==> src/rtl/tick_mod_counter.sv <==
// Modulo-MOD up/down counter stepped by a clock-enable prescaler on sys_clk.
// Supports clear, saturating load, direction, one-shot stop, and tick/wrap/done status.
module tick_mod_counter #(
    parameter int unsigned     WIDTH = 32,
    parameter int unsigned     DIV   = 50_000_000,
    parameter longint unsigned MOD   = 11
) (
    input  logic             sys_clk,
    input  logic             sys_rst_n,
    input  logic             en,
    input  logic             up,
    input  logic             one_shot,
    input  logic             clr,
    input  logic             load,
    input  logic [WIDTH-1:0] load_val,
    output logic [WIDTH-1:0] count,
    output logic             tick,
    output logic             wrap,
    output logic             done
);

    localparam int               DIV_W    = $clog2(DIV) + 1;
    localparam logic [DIV_W-1:0] DIV_LAST = DIV_W'(DIV - 1);
    localparam logic [WIDTH-1:0] MAX_VAL  = WIDTH'(MOD - 64'd1);

    if (MOD < 2 || MOD > (64'd1 << WIDTH) || DIV < 1) begin : g_bad_params
        $error("tick_mod_counter: illegal MOD/DIV/WIDTH combination");
    end

    logic [DIV_W-1:0] div_cnt;
    logic [WIDTH-1:0] load_sat;
    logic             at_term;

    assign load_sat = (load_val > MAX_VAL) ? MAX_VAL : load_val;
    assign at_term  = up ? (count == MAX_VAL) : (count == '0);

    // NOTE: all state updates use non-blocking assignments so every register
    // samples pre-edge values and the block order cannot change behaviour.
    always_ff @(posedge sys_clk or negedge sys_rst_n) begin
        if (!sys_rst_n) begin
            count   <= '0;
            div_cnt <= '0;
            tick    <= 1'b0;
            wrap    <= 1'b0;
            done    <= 1'b0;
        end else begin
            // Pulses default low; only a prescaler rollover raises them.
            tick <= 1'b0;
            wrap <= 1'b0;
            if (clr) begin
                count   <= '0;
                div_cnt <= '0;
                done    <= 1'b0;
            end else if (load) begin
                count   <= load_sat;
                div_cnt <= '0;
                done    <= 1'b0;
            end else if (en) begin
                if (div_cnt == DIV_LAST) begin
                    div_cnt <= '0;
                    tick    <= 1'b1;
                    if (one_shot && at_term) begin
                        done <= 1'b1;
                    end else if (up) begin
                        if (count == MAX_VAL) begin
                            count <= '0;
                            wrap  <= 1'b1;
                        end else begin
                            count <= count + WIDTH'(1);
                        end
                    end else begin
                        if (count == '0) begin
                            count <= MAX_VAL;
                            wrap  <= 1'b1;
                        end else begin
                            count <= count - WIDTH'(1);
                        end
                    end
                end else begin
                    div_cnt <= div_cnt + DIV_W'(1);
                end
            end
        end
    end

endmodule

==> config.mk <==
export PLATFORM = sky130hd
export DESIGN_NAME = tick_mod_counter
export DESIGN_NICKNAME = d
export VERILOG_FILES = /design/src/rtl/tick_mod_counter.sv
export SDC_FILE = /design/constraint.sdc
export NUM_CORES = 1
export LEC_CHECK = 0
export BUFFER_PORTS_ARGS = -buffer_cell sky130_fd_sc_hd__buf_2
export CORE_MARGIN = 2
export CORE_UTILIZATION = 52
export DETAILED_ROUTE_END_ITERATION = 12
export GPL_TIMING_DRIVEN = 0
export HOLD_SLACK_MARGIN = 0.15
export MAX_ROUTING_LAYER = met4
export PLACE_DENSITY = 0.77
export REMOVE_ABC_BUFFERS = 1
export SLEW_MARGIN = 0
export SYNTH_ARGS = -nofsm -noshare
export SYNTH_HDL_FRONTEND = slang
export SYNTH_SLANG_ARGS = --single-unit
==> constraint.sdc <==
create_clock -name sys_clk -period 2.6 [get_ports sys_clk]
set_input_delay 0.26 -clock sys_clk [delete_from_list [all_inputs] [get_ports sys_clk]]
set_output_delay 0.26 -clock sys_clk [all_outputs]
set_load 0.01 [all_outputs]
==> results of run 1 <==
critical path, stage by stage (launching register included):
cell,delay [ns]
dfrtp_1,0.53
or4_4,0.59
nor4_4,0.36
nand2_2,0.14
or4_1,0.43
a211o_1,0.27
a21oi_1,0.17
cells in the final DEF (no fill, tap or decap), drive strengths merged, types with 6 or more instances in the layout:
master  instances
o21ai          36
and4           10
or4             6
inv            16
a21oi          37
nand2          43
dfrtp          62
nand3          26
or3            14
buf           101
clkbuf          9
xnor2          21
nand4          23
a31oi           7
xor2            9
nor3           37
and3           11
o31ai           6
a211oi          9
o211ai         12
nor2           61
nor4           21
and2            8
o22ai           6
final cells by class:
class	instances	area, sq um
Multi-Input combinational cell	472	3170
Fill cell	722	2990
Sequential cell	62	1560
Timing Repair Buffer	103	651
Tap cell	108	135
Clock buffer	9	124
Clock inverter	7	80.1
Inverter	13	48.8
power groups by stage:
| stage | clock network [mW] | registers [mW] | logic (mW) |
|---|---|---|---|
| after floorplan | 0 | 0.999 | 0.202 |
| after global placement | 0 | 1.00 | 0.324 |
| after detailed placement | 0 | 1.00 | 0.341 |
| after CTS | 0.910 | 0.983 | 0.387 |
| after global routing | 0.960 | 0.986 | 0.446 |
| final | 0.912 | 0.986 | 0.417 |
cell families (layout without fill, tap and decap cells):
logic type	Yosys count	count (layout)	synth area share, %
AO/OA/AOI/OAI	150	151	21.0
XOR/XNOR	30	30	5.57
adder cells (fa/ha/maj)	4	4	1.06
buffers and inverters	60	132	5.57
flip-flops	62	62	32.9
multiplexers	3	3	0.663
AND/OR/NAND/NOR	284	284	33.2
routing by layer:
| metal | vias up | part of all wire (%) |
|---|---|---|
| met2 | 384 | 45 |
| met3 | 89 | 11 |
| met5 | - | 0 |
| met1 | 2514 | 40 |
| met4 | 0 | 4.9 |
| li1 | 2365 | - |
per-stage QoR:
stage	hold WS (ns)	total power [mW]	TNS [ns]	utilization, %	std cells
after floorplan	-0.0356	1.20	-9.61	-	546
after global placement	0.490	1.32	-51.92	57.1	727
after detailed placement	0.408	1.34	-25.78	57.6	729
after CTS	0.170	2.28	0	62.8	760
after global routing	0.182	2.39	-0.291	65.8	774
final	0.179	2.32	0	65.8	774
final timing paths:
check	to
setup / recovery	count[25]
hold / removal	done
setup reg to reg	count[25]
hold reg to reg	done
max in group asynchronous	count[6]
min in group asynchronous	div_cnt[16]
sequential cells by signal, indices dropped and copies added, names as in the netlist:
name,cells
div_cnt,27
wrap,1
done,1
count,32
tick,1
what timing repair did:
item                                    in CTS  in global routing
setup buffers                               12                 14
hold endpoints to repair                    63                  0
pin swaps                                    6                  6
resized for setup                           25                 24
cloned                                       1                  0
endpoints found under the setup margin      34                 54
hold buffers                                 2                  0
==> results_dict.tcl, run 1 <==
set metrics [dict create \
    run_status "completed" \
    synthFlopType "dfrtp_1" \
    dp_slack_ns -0.967 \
    tightest_slew_ns 0.815 \
    power.leakage_nw 2.39 \
    min_period_ns 2.57 \
    h-tree-depth 3 \
    grt_pass1_vias 4822 \
    ioPinCount 74 \
    rows 34 \
    async_reset_ff_share_pct 100 \
    drtAntennaViolNets 0 \
    dpl-instance-area_sq_um 5050 \
    port_buffers 73 \
    p_sw_uw 730 \
    grt_overflow 0 \
    netlist_instances 593 \
    synth_top_area_share_pct 32.9 \
    ctsLongestPathBuffers 2 \
    cts_tree "done" \
    yosysMostFrequentCell "dfrtp_1" \
    final_area_sq_um 5770 \
    antenna_cells 0 \
    drv_cap 0 \
    combPwrFrac_pct 18.0 \
    synth.area.top_cells "dfrtp_1 33%, nor2_1 4.9%, a21oi_1 3.9%, nor3_1 3.9%, xnor2_1 3.9%" \
    clkTransAtPathRegs_ns 0.09 \
    synth_area_sq_um 4720 \
    hold_depth 3 \
    powerDensity_nw_per_um2 401 \
    peakVddDrop_v 0.000245 \
    crit_arrival_ns 2.85 \
    syn2layout_area_growth_pct 22.4 \
    reg2reg_from "count[4]" \
    grt_pass1_wl_mm 24.3 \
    synth_cell_types 71 \
    grt_max_degree 63 \
    drtPass1Iterations 8 \
    wl_per_cell_um 20.2 \
    grt_use_met1_pct 41.9 \
    setup_viol 0 \
    start_kind "register" \
    slew_violations 0 \
    finClkSkew_ns 0.0142 \
    avgSynthCellArea_sq_um 7.95 \
    rrSetupSlack_ns 0.03 \
    critPathLaunch "count[4]" \
    via_per_inst 6.91 \
    fp.dieArea_sq_um 9850 \
    swShare_pct 31.5 \
    hold_path.class "in -> reg" \
    cts-buffers-inserted 9 \
    gp_congestion 0.917 \
    setup_slack_ns 0.0294 \
    grt.busiest_layer "met2" \
    num-nets-final 704 \
    start_util_pct 53.8 \
    drive_gt1_share_pct 25.4 \
    fmax_ghz 0.389 \
    drt_iter0_drc 717 \
    grt_usage_pct 31.3 \
    finalHoldViolCount 0 \
    grtUsageMet2_pct 45.9 \
    drc 0 \
    hold_start "one_shot" \
    grtUsageMet3_pct 5.76 \
    crit_required_ns 2.88 \
    synth_warnings 0 \
    yosys-top-cells-count "62 x dfrtp_1, 61 x nor2_1, 42 x nand2_1, 37 x a21oi_1, 37 x nor3_1" \
    synth-seq-cells 62 \
    core-area_sq_um 8760 \
    synth_top_cell_by_area "dfrtp_1" \
    p_int_mw 1.59 \
    path_max_fanout 11 \
    critPathKind "reg -> reg" \
    root_buffer "clkbuf_8" \
    synth_edf_count 0 \
    worstSkewPairLatency_ns 0.37 \
    clkPwrFrac_pct 39.4 \
    place_hpwl_mm 9.25 \
    critPathCaptureType "register" \
    cts.sinks 62 \
    die_h_um 99.2 \
    routed_wirelength_mm 15.6 \
    finalCritPeriodShare_pct 98.9 \
    antenna_found_initial 0 \
    ff2ff_path_depth 6 \
    vias 5352 \
    slew_headroom_pct 45.7 \
    yosysSeqAreaShare_pct 32.9 \
    die-width_um 99.2 \
    pwr-share-seq_pct 42.6 \
]
Note: power is estimated with default switching activity, not from simulation.
==> run 2, diff against run 1 <==
--- a/config.mk
+++ b/config.mk
@@ -7,12 +7,12 @@
 export LEC_CHECK = 0
 export BUFFER_PORTS_ARGS = -buffer_cell sky130_fd_sc_hd__buf_2
 export CORE_MARGIN = 2
-export CORE_UTILIZATION = 52
+export CORE_UTILIZATION = 53
 export DETAILED_ROUTE_END_ITERATION = 12
 export GPL_TIMING_DRIVEN = 0
 export HOLD_SLACK_MARGIN = 0.15
 export MAX_ROUTING_LAYER = met4
-export PLACE_DENSITY = 0.77
+export PLACE_DENSITY = 0.75
 export REMOVE_ABC_BUFFERS = 1
 export SLEW_MARGIN = 0
 export SYNTH_ARGS = -nofsm -noshare
==> constraint.sdc (replaced) <==
create_clock -name sys_clk -period 2.8 [get_ports sys_clk]
set_input_delay 0.28 -clock sys_clk [delete_from_list [all_inputs] [get_ports sys_clk]]
set_output_delay 0.28 -clock sys_clk [all_outputs]
set_load 0.01 [all_outputs]
==> results_dict.tcl, run 2 (same netlist as run 1, synthesis figures left out) <==
set metrics [dict create \
    root_buffer "clkbuf_8" \
    holdWs_ns 0.170 \
    final_area_sq_um 5550 \
    critical-path-max-stage-delay_ns 0.72 \
    h-tree-depth 3 \
    drtPass1Iterations 7 \
    crit_arrival_ns 3.02 \
    largest_reg_flops 32 \
    final_common_cell "buf_2" \
    routed_wirelength_mm 14.6 \
    ff2ff_path_depth 6 \
    dp.cells 730 \
    finalCritPeriodShare_pct 98.1 \
    powerDensity_nw_per_um2 382 \
    fp.dieArea_sq_um 9670 \
    syn2layout_area_growth_pct 17.6 \
    cts-buffers-inserted 9 \
    reg_top3 "count (32), div_cnt (27)" \
    slowest_stage "dfrtp_1" \
    swShare_pct 30.7 \
    antenna_found_initial 0 \
    grt_pass1_vias 4937 \
    finClkSkew_ns 0.0125 \
    cts.sinks 62 \
    hold_path.class "in -> reg" \
    gp_congestion 0.944 \
    fmax_ghz 0.364 \
    place_hpwl_mm 9.47 \
    setup_slack_ns 0.0539 \
    reg2reg_from "count[3]" \
    clkTransAtPathRegs_ns 0.08 \
    vias 5193 \
    r2r_end "done" \
    crit_buf_inv 0 \
    ctsLongestPathBuffers 2 \
    fin_setup_tns_ns 0 \
    final_cells 765 \
    peakVddDrop_v 0.000197 \
    hold_start "load_val[0]" \
    final_cell_mix "73 x buf_2, 60 x dfrtp_1, 59 x nor2_1" \
    cts_tree "done" \
    via_per_inst 6.79 \
    critPathKind "reg -> reg" \
    rrSetupSlack_ns 0.05 \
    start_kind "register" \
    setup_viol 0 \
    clkPwrFrac_pct 38.9 \
    worstSkewPairLatency_ns 0.36 \
    grt_max_degree 38 \
    path_depth 6 \
    num-nets-final 695 \
    die-width_um 98.3 \
    start_util_pct 54.3 \
    nFillCells 762 \
    min_period_ns 2.75 \
    die_h_um 98.3 \
    rows 34 \
    crit_top_cell "nand4_1" \
    crit_chain "nor4bb_1 -> nand4_1 -> o31a_2 -> nor2_1 -> nand4_1 -> a21oi_1" \
    grt_usage_pct 31.2 \
    power.leakage_nw 2.26 \
    ioPinCount 74 \
    hold_depth 3 \
    slew_headroom_pct 47.0 \
    p_int_mw 1.47 \
    grt_overflow 0 \
    finalHoldViolCount 0 \
    antenna_cells 0 \
    pwr-share-seq_pct 43.2 \
    run_status "completed" \
    crit_required_ns 3.07 \
    critPathCaptureType "register" \
    drc 0 \
    drt_iter0_drc 590 \
    regMostFlops "count" \
    drtAntennaViolNets 0 \
    dpl-instance-area_sq_um 5070 \
    dp_slack_ns -0.689 \
    path_max_fanout 27 \
    min_to "count[0]" \
    critical-path-top-delay-family "simple AND/OR/NAND/NOR gates" \
    tightest_slew_ns 0.794 \
    slew_violations 0 \
    grt_pass1_wl_mm 24.0 \
    drive_gt1_share_pct 22.4 \
    p_sw_uw 650 \
    core-area_sq_um 8680 \
    wl_per_cell_um 19.0 \
    port_buffers 73 \
    drv_cap 0 \
    combPwrFrac_pct 17.9 \
]
==> run 2: cell types whose count changed in the layout (fill, tap and decap cells not counted), moves of 4 or more <==
cell | previous run | this run
nor4_4 | 7 | 3
nor4_1 | 9 | 15
dfrtp_1 | 56 | 60
dfrtp_2 | 6 | 2
buf_4 | 24 | 16
==> run 2: layout make-up <==
class                   instances  area (sq um)  share of cell area, %
clock inverters                 7          81.3                   1.47
inverters                      13          48.8                  0.880
repair buffers                 94           566                   10.2
clock buffers                   9           124                   2.23
flip-flops and latches         62          1550                   28.0
multi-input cells             472          3040                   54.8
well taps                     108           135                   2.44
==> run 2: worst reg2reg max path: stages (launching register included) <==
cell	delay, ns
dfrtp_1	0.72
nor4bb_1	0.35
nand4_1	0.30
o31a_2	0.63
nor2_1	0.36
nand4_1	0.16
a21oi_1	0.17
==> run 2: metal layers <==
metal  track usage [%]  wire, um  share of wire (%)
met3              6.08      1650                 11
met1              41.9      5800                 40
met5                 -         0                  0
met4              13.0       539                3.7
met2              46.5      6570                 45
==> run 2: how the worst max path moves through the flow <==
stage / from / to / slack, ns
floorplan: count[0] / count[13] / -0.33
global placement: count[0] / count[13] / -1.55
detailed placement: count[0] / count[13] / -0.69
CTS: count[29] / count[9] / 0.02
global route: count[3] / count[25] / -0.04
finish: count[3] / done / 0.05
==> run 2: what timing repair did <==
item / in CTS / in global routing
resized for setup: 11 / 13
pin swaps: 4 / 3
buffers inserted: 11 / 6
hold buffers: 1 / 0
endpoints found under the setup margin: 34 / 32
endpoints found under the hold margin: 25 / 0
cloned: 1 / 0
==> run 2: stage by stage <==
| step | utilization [%] | total power [mW] |
|---|---|---|
| after global placement | 57.6 | 1.23 |
| after detailed placement | 58.4 | 1.25 |
| final | 63.9 | 2.12 |
| after floorplan | - | 1.11 |
| after global routing | 63.9 | 2.22 |
| after CTS | 62.6 | 2.10 |
==> run 2: power groups by stage <==
stage	logic (mW)	registers (mW)	clock network, mW
6_report	0.379	0.914	0.825
4_1_cts	0.356	0.912	0.834
2_1_floorplan	0.187	0.927	0
3_5_place_dp	0.321	0.929	0
3_3_place_gp	0.303	0.929	0
5_1_grt	0.408	0.915	0.893
